--- config.mk ---
export PLATFORM = sky130hd
export DESIGN_NAME = tlm_buf_ctrl_flat
export DESIGN_NICKNAME = d
export VERILOG_FILES = /design/src/rtl/tlm_buf_if.sv /design/src/rtl/tlm_buf_ctrl.sv /design/src/flat_wrapper.sv
export SDC_FILE = /design/constraint.sdc
export NUM_CORES = 1
export LEC_CHECK = 0
export CORE_MARGIN = 2
export CORE_UTILIZATION = 35
export CTS_CLUSTER_SIZE = 14
export DETAILED_ROUTE_END_ITERATION = 8
export GPL_ROUTABILITY_DRIVEN = 0
export PLACE_DENSITY_LB_ADDON = 0.05
export SETUP_SLACK_MARGIN = 0.1
export SYNTH_ARGS = -nofsm -noshare
export SYNTH_HDL_FRONTEND = slang
export SYNTH_SLANG_ARGS = --single-unit
export TNS_END_PERCENT = 50
--- constraint.sdc ---
create_clock -name PCLK -period 2.8 [get_ports PCLK]
set_input_delay 0.84 -clock PCLK [delete_from_list [all_inputs] [get_ports PCLK]]
set_output_delay 0.84 -clock PCLK [all_outputs]
set_load 0.01 [all_outputs]
--- src/rtl/tlm_buf_if.sv ---
`default_nettype none
// ============================================================================
// Module      : tlm_buf_if
// Description : Bundle of telemetry source requests, buffer memory write port
//               and APB reader pop/status signals around tlm_buf_ctrl.
// Revision    : 1.0 - initial release
// ============================================================================
interface tlm_buf_if #(
  parameter int NREQ = 4,
  parameter int AW   = 5,
  parameter int DW   = 8
);
  logic [NREQ-1:0]    req;
  logic [NREQ*DW-1:0] req_data;
  logic [NREQ-1:0]    gnt;
  logic               W_EN_TLM;
  logic [AW-1:0]      W_ADDR_TLM;
  logic [DW-1:0]      WD_TLM;
  logic               rd_pop;
  logic [AW-1:0]      R_ADDR_TLM;
  logic [AW:0]        FREE_CNT;
  logic               full;
  logic               empty;
  logic               udf_err;
  logic               clr_err;

  modport slave (
    input  req, req_data, rd_pop, clr_err,
    output gnt, W_EN_TLM, W_ADDR_TLM, WD_TLM, R_ADDR_TLM, FREE_CNT,
           full, empty, udf_err
  );

  modport master (
    output req, req_data, rd_pop, clr_err,
    input  gnt, W_EN_TLM, W_ADDR_TLM, WD_TLM, R_ADDR_TLM, FREE_CNT,
           full, empty, udf_err
  );
endinterface
`default_nettype wire

--- src/rtl/tlm_buf_ctrl.sv ---
`default_nettype none
// ============================================================================
// Module      : tlm_buf_ctrl
// Description : Round-robin write arbiter and pointer/occupancy controller for
//               the telemetry buffer memory drained by the APB reader.
// Revision    : 1.0 - initial release
// ============================================================================
module tlm_buf_ctrl #(
  parameter int NREQ = 4,
  parameter int AW   = 5,
  parameter int DW   = 8
) (
  input  wire logic  PCLK,
  input  wire logic  rst_tx,
  tlm_buf_if.slave   bus
);

  localparam int              c_DEPTH    = 1 << AW;
  localparam int              c_LW       = (NREQ > 1) ? $clog2(NREQ) : 1;
  localparam logic [AW:0]     c_DEPTH_V  = (AW+1)'(c_DEPTH);
  localparam logic [c_LW-1:0] c_LAST_RST = c_LW'(NREQ - 1);

  logic [NREQ-1:0] r_gnt;
  logic            r_wen;
  logic [AW-1:0]   r_waddr;
  logic [DW-1:0]   r_wdata;
  logic [AW-1:0]   r_wptr;
  logic [AW-1:0]   r_rptr;
  logic [AW:0]     r_occ;
  logic [AW:0]     r_free;
  logic            r_full;
  logic            r_empty;
  logic            r_udf;
  logic [c_LW-1:0] r_last;

  logic [NREQ-1:0] w_elig;
  logic            w_hi_found;
  logic [c_LW-1:0] w_hi;
  logic            w_lo_found;
  logic [c_LW-1:0] w_lo;
  logic            w_found;
  logic [c_LW-1:0] w_win;
  logic [NREQ-1:0] w_gnt_oh;
  logic [DW-1:0]   w_wdata;
  logic            w_do_wr;
  logic            w_pop_ok;
  logic            w_pop_bad;
  logic [AW:0]     w_occ_nxt;

  // Rotating priority: first eligible index above the last winner, else the
  // first eligible index at or below it (wrap-around).
  always_comb begin
    w_elig     = bus.req & ~r_gnt;
    w_hi_found = 1'b0;
    w_hi       = '0;
    w_lo_found = 1'b0;
    w_lo       = '0;
    for (int i = 0; i < NREQ; i++) begin
      if (w_elig[i] && !w_hi_found && (i > int'(r_last))) begin
        w_hi_found = 1'b1;
        w_hi       = c_LW'(i);
      end
      if (w_elig[i] && !w_lo_found && (i <= int'(r_last))) begin
        w_lo_found = 1'b1;
        w_lo       = c_LW'(i);
      end
    end
    w_found = w_hi_found | w_lo_found;
    w_win   = w_hi_found ? w_hi : w_lo;
  end

  always_comb begin
    w_gnt_oh = '0;
    w_wdata  = '0;
    for (int i = 0; i < NREQ; i++) begin
      if (c_LW'(i) == w_win) begin
        w_gnt_oh[i] = 1'b1;
        w_wdata     = bus.req_data[i*DW +: DW];
      end
    end
  end

  // Space is judged on pre-edge occupancy; a same-cycle pop does not help.
  always_comb begin
    w_do_wr   = w_found && (r_occ < c_DEPTH_V);
    w_pop_ok  = bus.rd_pop && (r_occ != '0);
    w_pop_bad = bus.rd_pop && (r_occ == '0);
    w_occ_nxt = r_occ;
    if (w_do_wr && !w_pop_ok) begin
      w_occ_nxt = r_occ + 1'b1;
    end else if (!w_do_wr && w_pop_ok) begin
      w_occ_nxt = r_occ - 1'b1;
    end
  end

  always_ff @(posedge PCLK or negedge rst_tx) begin
    if (!rst_tx) begin
      r_gnt   <= '0;
      r_wen   <= 1'b0;
      r_waddr <= '0;
      r_wdata <= '0;
      r_wptr  <= '0;
      r_rptr  <= '0;
      r_occ   <= '0;
      r_free  <= c_DEPTH_V;
      r_full  <= 1'b0;
      r_empty <= 1'b1;
      r_udf   <= 1'b0;
      r_last  <= c_LAST_RST;
    end else begin
      r_wen <= w_do_wr;
      r_gnt <= '0;
      if (w_do_wr) begin
        r_gnt   <= w_gnt_oh;
        r_waddr <= r_wptr;
        r_wdata <= w_wdata;
        r_wptr  <= r_wptr + 1'b1;
        r_last  <= w_win;
      end
      if (w_pop_ok) begin
        r_rptr <= r_rptr + 1'b1;
      end
      r_occ   <= w_occ_nxt;
      r_free  <= c_DEPTH_V - w_occ_nxt;
      r_full  <= (w_occ_nxt == c_DEPTH_V);
      r_empty <= (w_occ_nxt == '0);
      // Underflow set takes precedence over a coincident clear.
      if (w_pop_bad) begin
        r_udf <= 1'b1;
      end else if (bus.clr_err) begin
        r_udf <= 1'b0;
      end
    end
  end

  assign bus.gnt        = r_gnt;
  assign bus.W_EN_TLM   = r_wen;
  assign bus.W_ADDR_TLM = r_waddr;
  assign bus.WD_TLM     = r_wdata;
  assign bus.R_ADDR_TLM = r_rptr;
  assign bus.FREE_CNT   = r_free;
  assign bus.full       = r_full;
  assign bus.empty      = r_empty;
  assign bus.udf_err    = r_udf;

endmodule
`default_nettype wire

--- src/flat_wrapper.sv ---
// flat-port wrapper written by rule: the top's interface ports become plain ports
module tlm_buf_ctrl_flat 
#(
  parameter int NREQ = 4,
  parameter int AW   = 5,
  parameter int DW   = 8
)
  (PCLK, rst_tx, bus_req, bus_req_data, bus_rd_pop, bus_clr_err, bus_gnt, bus_W_EN_TLM, bus_W_ADDR_TLM, bus_WD_TLM, bus_R_ADDR_TLM, bus_FREE_CNT, bus_full, bus_empty, bus_udf_err);
  tlm_buf_if #(.NREQ(NREQ), .AW(AW), .DW(DW)) bus_i ();
  input  wire logic PCLK;
  input  wire logic rst_tx;
  input wire logic [$bits(bus_i.req)-1:0] bus_req;
  input wire logic [$bits(bus_i.req_data)-1:0] bus_req_data;
  input wire logic [$bits(bus_i.rd_pop)-1:0] bus_rd_pop;
  input wire logic [$bits(bus_i.clr_err)-1:0] bus_clr_err;
  output wire logic [$bits(bus_i.gnt)-1:0] bus_gnt;
  output wire logic [$bits(bus_i.W_EN_TLM)-1:0] bus_W_EN_TLM;
  output wire logic [$bits(bus_i.W_ADDR_TLM)-1:0] bus_W_ADDR_TLM;
  output wire logic [$bits(bus_i.WD_TLM)-1:0] bus_WD_TLM;
  output wire logic [$bits(bus_i.R_ADDR_TLM)-1:0] bus_R_ADDR_TLM;
  output wire logic [$bits(bus_i.FREE_CNT)-1:0] bus_FREE_CNT;
  output wire logic [$bits(bus_i.full)-1:0] bus_full;
  output wire logic [$bits(bus_i.empty)-1:0] bus_empty;
  output wire logic [$bits(bus_i.udf_err)-1:0] bus_udf_err;
  assign bus_i.req = bus_req;
  assign bus_i.req_data = bus_req_data;
  assign bus_i.rd_pop = bus_rd_pop;
  assign bus_i.clr_err = bus_clr_err;
  assign bus_gnt = bus_i.gnt;
  assign bus_W_EN_TLM = bus_i.W_EN_TLM;
  assign bus_W_ADDR_TLM = bus_i.W_ADDR_TLM;
  assign bus_WD_TLM = bus_i.WD_TLM;
  assign bus_R_ADDR_TLM = bus_i.R_ADDR_TLM;
  assign bus_FREE_CNT = bus_i.FREE_CNT;
  assign bus_full = bus_i.full;
  assign bus_empty = bus_i.empty;
  assign bus_udf_err = bus_i.udf_err;
  tlm_buf_ctrl #(.NREQ(NREQ), .AW(AW), .DW(DW)) u_core (.PCLK(PCLK), .rst_tx(rst_tx), .bus(bus_i));
endmodule
==> results of run 1 <==
[critical path: cells and delay by family]
family                 cells  cell delay, ns
AO/OA/AOI/OAI              3            0.47
AND/OR/NAND/NOR            3            0.92
buffers and inverters      4            0.61
[layer usage]
layer  track usage  share of wire  up-vias
met5             0              0        -
met4        0.0476         0.0091        0
met3        0.0481          0.075        4
met2         0.223           0.43       62
met1         0.207           0.49      892
li1              -              -      979
[power by group through the flow]
stage	registers, W	logic (W)	clock network (W)
final	0.00122	0.00226	0.000576
after global routing	0.00127	0.00250	0.000612
after CTS	0.00123	0.00224	0.000588
after detailed placement	0.00123	0.00215	0
after global placement	0.00123	0.00215	0
after floorplan	0.00127	0.00117	0
[synthesized netlist by cell type (2+ instances only)]
master / number / area (um2)
nor2_1: 6 / 22.5
dfrtp_1: 40 / 1000
o221ai_1: 2 / 17.5
o311ai_1: 2 / 17.5
o21ai_0: 18 / 90.1
nor2b_1: 3 / 18.8
nor4_1: 2 / 12.5
inv_1: 7 / 26.3
mux2_2: 8 / 90.1
xnor2_2: 2 / 32.5
ha_1: 6 / 75.1
buf_6: 2 / 22.5
and2_1: 2 / 12.5
a21oi_1: 2 / 10.0
o21a_1: 2 / 15.0
mux2i_1: 8 / 80.1
o21ai_1: 2 / 10.0
nor2b_4: 2 / 27.5
nand4_1: 4 / 25.0
clkbuf_1: 5 / 18.8
nand2b_1: 5 / 31.3
buf_2: 2 / 10.0
o211ai_1: 2 / 15.0
xnor2_1: 12 / 105
dfstp_2: 4 / 105
nand3_1: 4 / 20.0
nand2_1: 51 / 191
[path summary, 6_finish.rpt]
| path | start | endpoint | slack, ns | depth (start not counted) |
|---|---|---|---|---|
| worst max-delay path | bus_req[3] | u_core.bus.full | 0.15 | 10 |
| worst min register to register | u_core.bus.R_ADDR_TLM[4] | u_core.bus.R_ADDR_TLM[4] | 0.47 | 1 |
| worst min-delay path | u_core.bus.R_ADDR_TLM[4] | u_core.bus.R_ADDR_TLM[4] | 0.47 | 1 |
| min in group asynchronous | rst_tx | u_core.r_occ[4] | 0.62 | 1 |
| max in group asynchronous | rst_tx | u_core.r_wptr[3] | 1.58 | 2 |
| worst max register to register | u_core.r_occ[0] | u_core.bus.full | 0.31 | 11 |
[cell type report]
type	count	area, um2	share of cell area
Clock inverter	2	60.1	0.0170
Clock buffer	6	72.6	0.0205
Sequential cell	44	1110	0.313
Inverter	8	30.0	0.00849
Multi-Input combinational cell	167	1230	0.348
Tap cell	77	96.3	0.0272
Timing Repair Buffer	99	940	0.266
[flip-flops by register name, indices dropped and copies added (netlist names)]
register	count
u_core.bus.full	1
u_core.r_last	2
u_core.bus.W_ADDR_TLM	5
u_core.bus.FREE_CNT	5
u_core.bus.gnt	4
u_core.bus.R_ADDR_TLM	5
u_core.bus.udf_err	1
u_core.r_wptr	5
u_core.bus.WD_TLM	8
u_core.r_occ	6
u_core.bus.W_EN_TLM	1
u_core.bus.empty	1
[stage by stage]
stage	cells	cell area (um2)	total power, W	utilization
after floorplan	229	2370	0.00244	-
after global placement	390	3330	0.00338	0.518
after detailed placement	390	3330	0.00338	0.518
after CTS	403	3520	0.00406	0.548
after global routing	403	3540	0.00439	0.551
final	403	3540	0.00406	0.551
[kinds of logic after synthesis]
logic type,after synthesis
AND/OR/NAND/NOR,89
flip-flops,44
AO/OA/AOI/OAI,40
buffers and inverters,18
XOR/XNOR,16
multiplexers,16
adder cells (fa/ha/maj),6
[repair_timing]
action	CTS	global route
pin swaps	3	3
setup endpoints to repair	6	4
gates resized for setup	12	7
cloned	0	0
setup buffers	5	0
==> reports/summary.txt, run 1 <==
Period utilization = 0.947
Drt drc = 0
Post-Place Setup Slack = -0.497 ns
Initial antenna violation count = 0
Core ar. = 0.00642 mm2
Syn Std Cell Area = 0.00236 mm2
Nets = 371
Hold-fix buffer count after cts = 0
Post-synth ARST share = 1.00
P per Cell Area = 1150 mW/mm2
Slew Limit Fails = 0
Worst setup path category = in2reg
Overflow after GRT = 0
Critical Path Most Common Cell = buf_4
Simple-Gate Fraction of Synth Area = 0.192
Bufs on Longest Clock Path = 2
H-tree Lvls = 2
Cell chain of the critical path = clkdlybuf4s15_1 > nor2b_4 > o41ai_4 > buf_4 > buf_4 > buf_4 > or4_1 > o311ai_1 > o21a_1 > nor4b_4
Syn Area/Cell = 10.3 um2
Clock Latency Late Sink = 0.29 ns
Worst-path clk slew = 0.09 ns
Commonest non-fill, non-tap cell in the layout = clkdlybuf4s50_1
Power share of the clock group = 0.142
Ys Warns = 0
Final setup margin = 0.149 ns
Slowest CP cell = or4_1
CP required = 3.01 ns
Synth Area in Compound Gates = 0.128
Worst Max-Slew Pin Slew = 0.794 ns
Detailed-route via count = 1937
CTS tree = yes
Count of input and output buffers = 71
Main combinational cell family by area after synthesis = simple AND/OR/NAND/NOR gates
Netlist cell types = 51
Worst-path fanout max = 5
Multiplexer area fraction after synthesis = 0.0722
Synth Instances = 229
Synthesized Nets = 275
Die Height = 86.1 um
# setup viols final = 0
Relative slew slack = 0.471
Result of the run = finished, final reports clean
Synth-to-Final Area Change = 50.1%
Register area share after synthesis = 0.469
Post-synth EDFFs = 0
Register bit total from synthesis = 44
Sw frac = 0.373
WHS = 0.472 ns
Setup TNS = 0 ns
Post-DP HPWL = 3850 um
Vias in the first global route = 1893
Iter 0 DRT Violations = 60
Sinks on Clock Net = 44
Wire per inst = 13.1 um
Final min period = 2.65 ns
Num CTS Buffers = 5
LEAKAGE = 1.55 nW
Fillcell total = 599
Combinational share of power = 0.557
Slowest Stage Delay on Critical Path = 0.51 ns
Hold Path Class = reg2reg
Sequential share of power = 0.301
VDD IR max = 0.375 mV
GRT Total Usage = 0.150
Nature of the critical path startpoint = input pin
Post-Synth XOR/XNOR Area = 0.0690
Max-cap violations = 0
First-pass GRT wire length = 8780 um
RSZ-0062 raised after global routing = no
Full die area = 0.00741 mm2
Worst Skew = 0.00685 ns
Clock Root Buffer = clkbuf_8
Die X-Extent = 86.1 um
Via density = 4.81
Main synth FF type = dfrtp_1
Post-synthesis adder-cell area fraction = 0.0318
I/O pin total = 72
Sw power = 0.00152 W
Worst Path Arrival = 2.86 ns
Pint = 0.00254 W
Final Hold Vio Count = 0
Fmax = 377 MHz
CP endpoint kind = flop
Diodes inserted = 0
Drt first pass iters = 4
WL final = 5260 um
Post-route ant nets = 0
Largest net degree at the start of global routing = 35
Most frequent cells in the layout = 66 x clkdlybuf4s50_1, 51 x nand2_1, 40 x dfrtp_1
Starting Density = 0.367
Share of cells above drive strength 1 = 0.230
Std cell rows = 29
No activity file was read; power rests on OpenSTA's default activity.
==> inputs of run 2 (changes only) <==
--- a/config.mk
+++ b/config.mk
@@ -5,7 +5,6 @@
 export SDC_FILE = /design/constraint.sdc
 export NUM_CORES = 1
 export LEC_CHECK = 0
-export CORE_MARGIN = 2
 export CORE_UTILIZATION = 35
 export CTS_CLUSTER_SIZE = 14
 export DETAILED_ROUTE_END_ITERATION = 8
==> reports/summary.txt, run 2 (synthesis gave the netlist of run 1 again) <==
Result of the run = finished, violations left (was finished, final reports clean)
Failing checks = DRC
Final Hold Vio Count = 0 (unchanged)
Commonest non-fill, non-tap cell in the layout = clkdlybuf4s50_1 (unchanged)
Worst reg-to-reg setup slack = 0.30 ns (was 0.31 ns)
Post-DP HPWL = 3700 um (was 3850 um)
Die X-Extent = 84.1 um (was 86.1 um)
Detailed-route via count = 1925 (was 1937)
Num CTS Buffers = 5 (unchanged)
Slew Limit Fails = 0 (unchanged)
VDD IR max = 0.425 mV (was 0.375 mV)
Initial antenna violation count = 0 (unchanged)
WL final = 5110 um (was 5260 um)
RSZ-0062 raised after global routing = yes (was no)
Std cell rows = 29 (unchanged)
Nature of the critical path startpoint = input pin (unchanged)
Starting Density = 0.367 (unchanged)
CTS tree = yes (unchanged)
CP required = 3.02 ns (was 3.01 ns)
CP endpoint kind = flop (unchanged)
Core ar. = 0.00642 mm2 (unchanged)
Iter 0 DRT Violations = 75 (was 60)
Diodes inserted = 0 (unchanged)
Worst Max-Slew Pin Slew = 0.823 ns (was 0.794 ns)
LEAKAGE = 1.55 nW (about the same)
Clock Latency Late Sink = 0.29 ns (about the same)
WHS = 0.471 ns (was 0.472 ns)
Full die area = 0.00707 mm2 (was 0.00741 mm2)
Max-cap violations = 0 (unchanged)
Final Cell Area = 0.00352 mm2 (was 0.00354 mm2)
H-tree Lvls = 2 (unchanged)
Fin util = 0.549 (was 0.551)
Bufs on Longest Clock Path = 2 (unchanged)
Sinks on Clock Net = 44 (unchanged)
Worst setup path category = in2reg (unchanged)
Finished Layout Cells = 407 (was 403)
Fmax = 380 MHz (was 377 MHz)
Clock Root Buffer = clkbuf_8 (unchanged)
GRT Total Usage = 0.157 (was 0.150)
Relative slew slack = 0.450 (was 0.471)
Final min period = 2.63 ns (was 2.65 ns)
Area after DPL = 0.00332 mm2 (was 0.00333 mm2)
Overflow after GRT = 0 (unchanged)
Nets = 375 (was 371)
Most frequent cells in the layout = 66 x clkdlybuf4s50_1, 51 x nand2_1, 39 x dfrtp_1 (was 66 x clkdlybuf4s50_1, 51 x nand2_1, 40 x dfrtp_1)
DP Cell Count = 392 (was 390)
# setup viols final = 0 (unchanged)
Setup TNS = 0 ns (unchanged)
Drt first pass iters = 7 (was 4)
Largest net degree at the start of global routing = 45 (was 35)
Die Height = 84.1 um (was 86.1 um)
Vias in the first global route = 1919 (was 1893)
Synth-to-Final Area Change = 49.5% (was 50.1%)
Count of input and output buffers = 71 (unchanged)
Worst-path clk slew = 0.08 ns (was 0.09 ns)
Worst Path Arrival = 2.85 ns (was 2.86 ns)
Worst Skew = 0.00217 ns (was 0.00685 ns)
Worst-path fanout max = 5 (unchanged)
First-pass GRT wire length = 8800 um (was 8780 um)
Share of cells above drive strength 1 = 0.242 (was 0.230)
Wire per inst = 12.6 um (was 13.1 um)
Via density = 4.73 (was 4.81)
P per Cell Area = 1140 mW/mm2 (was 1150 mW/mm2)
Max reg flops = 8 (unchanged)
Fillcell total = 596 (was 599)
I/O pin total = 72 (unchanged)
Post-route ant nets = 0 (unchanged)
Hold-fix buffer count after cts = 0 (unchanged)
Hold Path Class = reg2reg (unchanged)
Drt drc = 8 (was 0)
Period utilization = 0.941 (was 0.947)
run 2: cell count changes in the layout (fill, tap and decap cells not counted), sizes merged:
| cell | before | now |
|---|---|---|
| clkdlybuf4s15 | 3 | 0 |
| buf | 29 | 33 |
| bufinv | 2 | 1 |
| dlygate4sd2 | 0 | 4 |
| clkinv | 0 | 1 |
| clkbuf | 7 | 6 |
run 2: layout make-up:
| type | instances | area, um2 | share of cell area |
|---|---|---|---|
| Clock buffer | 6 | 72.6 | 0.0206 |
| Clock inverter | 2 | 35.0 | 0.00994 |
| Inverter | 8 | 30.0 | 0.00852 |
| Multi-Input combinational cell | 167 | 1240 | 0.353 |
| Sequential cell | 44 | 1110 | 0.314 |
| Tap cell | 77 | 96.3 | 0.0273 |
| Timing Repair Buffer | 103 | 941 | 0.267 |
run 2: layer usage:
layer | share of wire | global-route usage
met1 | 0.48 | 0.206
met5 | 0 | 0
met3 | 0.066 | 0.0495
met4 | 0.015 | 0.0564
met2 | 0.43 | 0.244
run 2: report_power, final:
group	internal [W]	switching (W)
clock network	0.000265	0.000214
registers	0.000962	0.000249
logic	0.00128	0.00105
run 2: repair_timing:
action	CTS	global route
buffers inserted	6	1
endpoints found under the setup margin	5	3
pin swaps	4	3
resized for setup	11	4
run 2: worst max-delay path, cell delays in order:
cell and delay [ns]:
dlygate4sd2_1 0.26, nor2b_4 0.14, o41ai_4 0.33, buf_4 0.19, inv_2 0.04, nand2_1 0.06
and2_4 0.18, xnor2_4 0.12, ha_2 0.19, or2b_4 0.29, nor2_2 0.09, xnor2_1 0.12
run 2: worst paths after layout:
path                                        from                       end  cells past startpoint
worst max-delay path                  bus_req[3]    u_core.bus.FREE_CNT[4]                     12
worst min-delay path            u_core.r_wptr[4]          u_core.r_wptr[4]                      1
worst max register to register   u_core.r_occ[0]    u_core.bus.FREE_CNT[4]                     11
worst min register to register  u_core.r_wptr[4]          u_core.r_wptr[4]                      1
max in group asynchronous                 rst_tx           u_core.r_occ[0]                      2
min in group asynchronous                 rst_tx  u_core.bus.R_ADDR_TLM[4]                      2
run 2: metrics by stage:
stage                     worst slack (ns)  total power, W
after CTS                            0.115         0.00402
after detailed placement            -0.441         0.00337
final                                0.166         0.00402
after global placement              -0.375         0.00337
after global routing                0.0766         0.00437
after floorplan                   -0.00853         0.00244
==> inputs of run 3 (changes only) <==
--- a/config.mk
+++ b/config.mk
@@ -5,6 +5,7 @@
 export SDC_FILE = /design/constraint.sdc
 export NUM_CORES = 1
 export LEC_CHECK = 0
+export CORE_ASPECT_RATIO = 0.6
 export CORE_UTILIZATION = 35
 export CTS_CLUSTER_SIZE = 14
 export DETAILED_ROUTE_END_ITERATION = 8
==> reports/summary.txt, run 3 (synthesis gave the netlist of run 1 again) <==
Worst Max-Slew Pin Slew = 0.516 ns (was 0.823 ns)
Sw power = 0.00153 W (was 0.00152 W)
Slew Limit Fails = 0 (unchanged)
Starting Density = 0.374 (was 0.367)
Final setup margin = 0.216 ns (was 0.166 ns)
H-tree Lvls = 2 (unchanged)
Drt drc = 0 (was 8)
CTS tree = yes (unchanged)
Finished Layout Cells = 407 (unchanged)
Vias in the first global route = 1752 (was 1919)
Max reg flops = 8 (unchanged)
Count of input and output buffers = 71 (unchanged)
Sequential share of power = 0.304 (was 0.301)
Bufs on Longest Clock Path = 2 (unchanged)
CP required = 3.01 ns (was 3.02 ns)
First-pass GRT wire length = 9050 um (was 8800 um)
Post-DP HPWL = 4150 um (was 3700 um)
P per Cell Area = 1140 mW/mm2 (about the same)
Result of the run = finished, final reports clean (was finished, violations left)
Via density = 4.71 (was 4.73)
Hold Path Class = in2async (was reg2reg)
WL final = 5390 um (was 5110 um)
Clock Latency Late Sink = 0.30 ns (was 0.29 ns)
Combinational share of power = 0.566 (was 0.580)
Share of cells above drive strength 1 = 0.232 (was 0.242)
Pint = 0.00246 W (was 0.00250 W)
Power share of the clock group = 0.130 (was 0.119)
Nets = 368 (was 375)
Iter 0 DRT Violations = 95 (was 75)
VDD IR max = 0.545 mV (was 0.425 mV)
Wire per inst = 13.2 um (was 12.6 um)
Drt first pass iters = 4 (was 7)
Sinks on Clock Net = 44 (unchanged)
Overflow after GRT = 0 (unchanged)
Clock Root Buffer = clkbuf_8 (unchanged)
Initial antenna violation count = 0 (unchanged)
Diodes inserted = 0 (unchanged)
GRT Total Usage = 0.169 (was 0.157)
Core ar. = 0.00630 mm2 (was 0.00642 mm2)
Setup TNS = 0 ns (unchanged)
DP Cell Count = 397 (was 392)
Relative slew slack = 0.654 (was 0.450)
Hold-fix buffer count after cts = 0 (unchanged)
LEAKAGE = 1.52 nW (was 1.55 nW)
Post-route total power = 0.00399 W (was 0.00402 W)
Worst-path fanout max = 4 (was 5)
Synth-to-Final Area Change = 48.1% (was 49.5%)
Final Hold Vio Count = 0 (unchanged)
Period utilization = 0.923 (was 0.941)
Commonest non-fill, non-tap cell in the layout = clkdlybuf4s50_1 (unchanged)
Worst Path Arrival = 2.80 ns (was 2.85 ns)
CP endpoint kind = flop (unchanged)
RSZ-0062 raised after global routing = no (was yes)
Num CTS Buffers = 5 (unchanged)
Largest net degree at the start of global routing = 29 (was 45)
Full die area = 0.00708 mm2 (was 0.00707 mm2)
Die X-Extent = 108 um (was 84.1 um)
Std cell rows = 22 (was 29)
Max-cap violations = 0 (unchanged)
# setup viols final = 0 (unchanged)
Fin util = 0.554 (was 0.549)
Detailed-route via count = 1918 (was 1925)
Worst setup path category = in2reg (unchanged)
Nature of the critical path startpoint = input pin (unchanged)
Final min period = 2.58 ns (was 2.63 ns)
I/O pin total = 72 (unchanged)
Worst-path clk slew = 0.09 ns (was 0.08 ns)
Post-route ant nets = 0 (unchanged)
Die Height = 65.6 um (was 84.1 um)
Most frequent cells in the layout = 66 x clkdlybuf4s50_1, 51 x nand2_1, 40 x dfrtp_1 (was 66 x clkdlybuf4s50_1, 51 x nand2_1, 39 x dfrtp_1)
Worst Skew = 0.0118 ns (was 0.00217 ns)
Fmax = 387 MHz (was 380 MHz)
Sw frac = 0.384 (was 0.377)
Post-Place Setup Slack = -0.435 ns (was -0.441 ns)
run 3: per-stage QoR:
stage	instance area [um2]	hold WS [ns]
2_1_floorplan	2370	0.445
3_3_place_gp	3340	0.461
3_5_place_dp	3340	0.462
4_1_cts	3480	0.451
5_1_grt	3490	0.473
6_report	3490	0.443
run 3: worst max-delay path: stages:
cell      delay, ns
buf_2          0.10
nor2b_4        0.13
o41ai_4        0.45
buf_4          0.19
nor2_2         0.04
o211ai_1       0.15
o31a_1         0.20
ha_2           0.19
or2b_4         0.29
nor4b_4        0.21
run 3: final timing paths:
kind,cells after the start,slack [ns],to,startpoint
setup / recovery,10,0.22,u_core.bus.full,bus_req[1]
hold / removal,1,0.44,u_core.bus.udf_err,rst_tx
setup reg to reg,11,0.35,u_core.bus.full,u_core.r_occ[1]
hold reg to reg,1,0.47,u_core.bus.R_ADDR_TLM[4],u_core.bus.R_ADDR_TLM[4]
max in group asynchronous,2,1.62,u_core.r_last[1],rst_tx
min in group PCLK,1,0.47,u_core.bus.R_ADDR_TLM[4],u_core.bus.R_ADDR_TLM[4]
run 3: what timing repair did:
action	in CTS	in global routing
endpoints found under the hold margin	0	0
endpoints found under the setup margin	4	2
setup buffers	1	1
pin swaps	3	3
gates resized for setup	18	3
run 3: metal layers:
layer,track usage,part of all wire,vias to the layer above
met5,0,0,-
met4,0.0514,0.010,0
met3,0.0417,0.050,8
met2,0.214,0.36,48
met1,0.268,0.58,885
li1,-,-,977
run 3: area by class of cell:
cell class,count,area (um2)
flip-flops and latches,44,1110
repair buffers,96,905
inverters,8,30.0
well taps,84,105
fillers,584,2810
clock buffers,6,82.6
multi-input cells,167,1220
clock inverters,2,38.8
run 3: power by group through the flow:
stage	clock, W	sequential (W)	combinational (W)
6_report	0.000520	0.00121	0.00226
4_1_cts	0.000538	0.00121	0.00226
2_1_floorplan	0	0.00127	0.00117
3_3_place_gp	0	0.00122	0.00219
5_1_grt	0.000562	0.00126	0.00251
3_5_place_dp	0	0.00122	0.00220
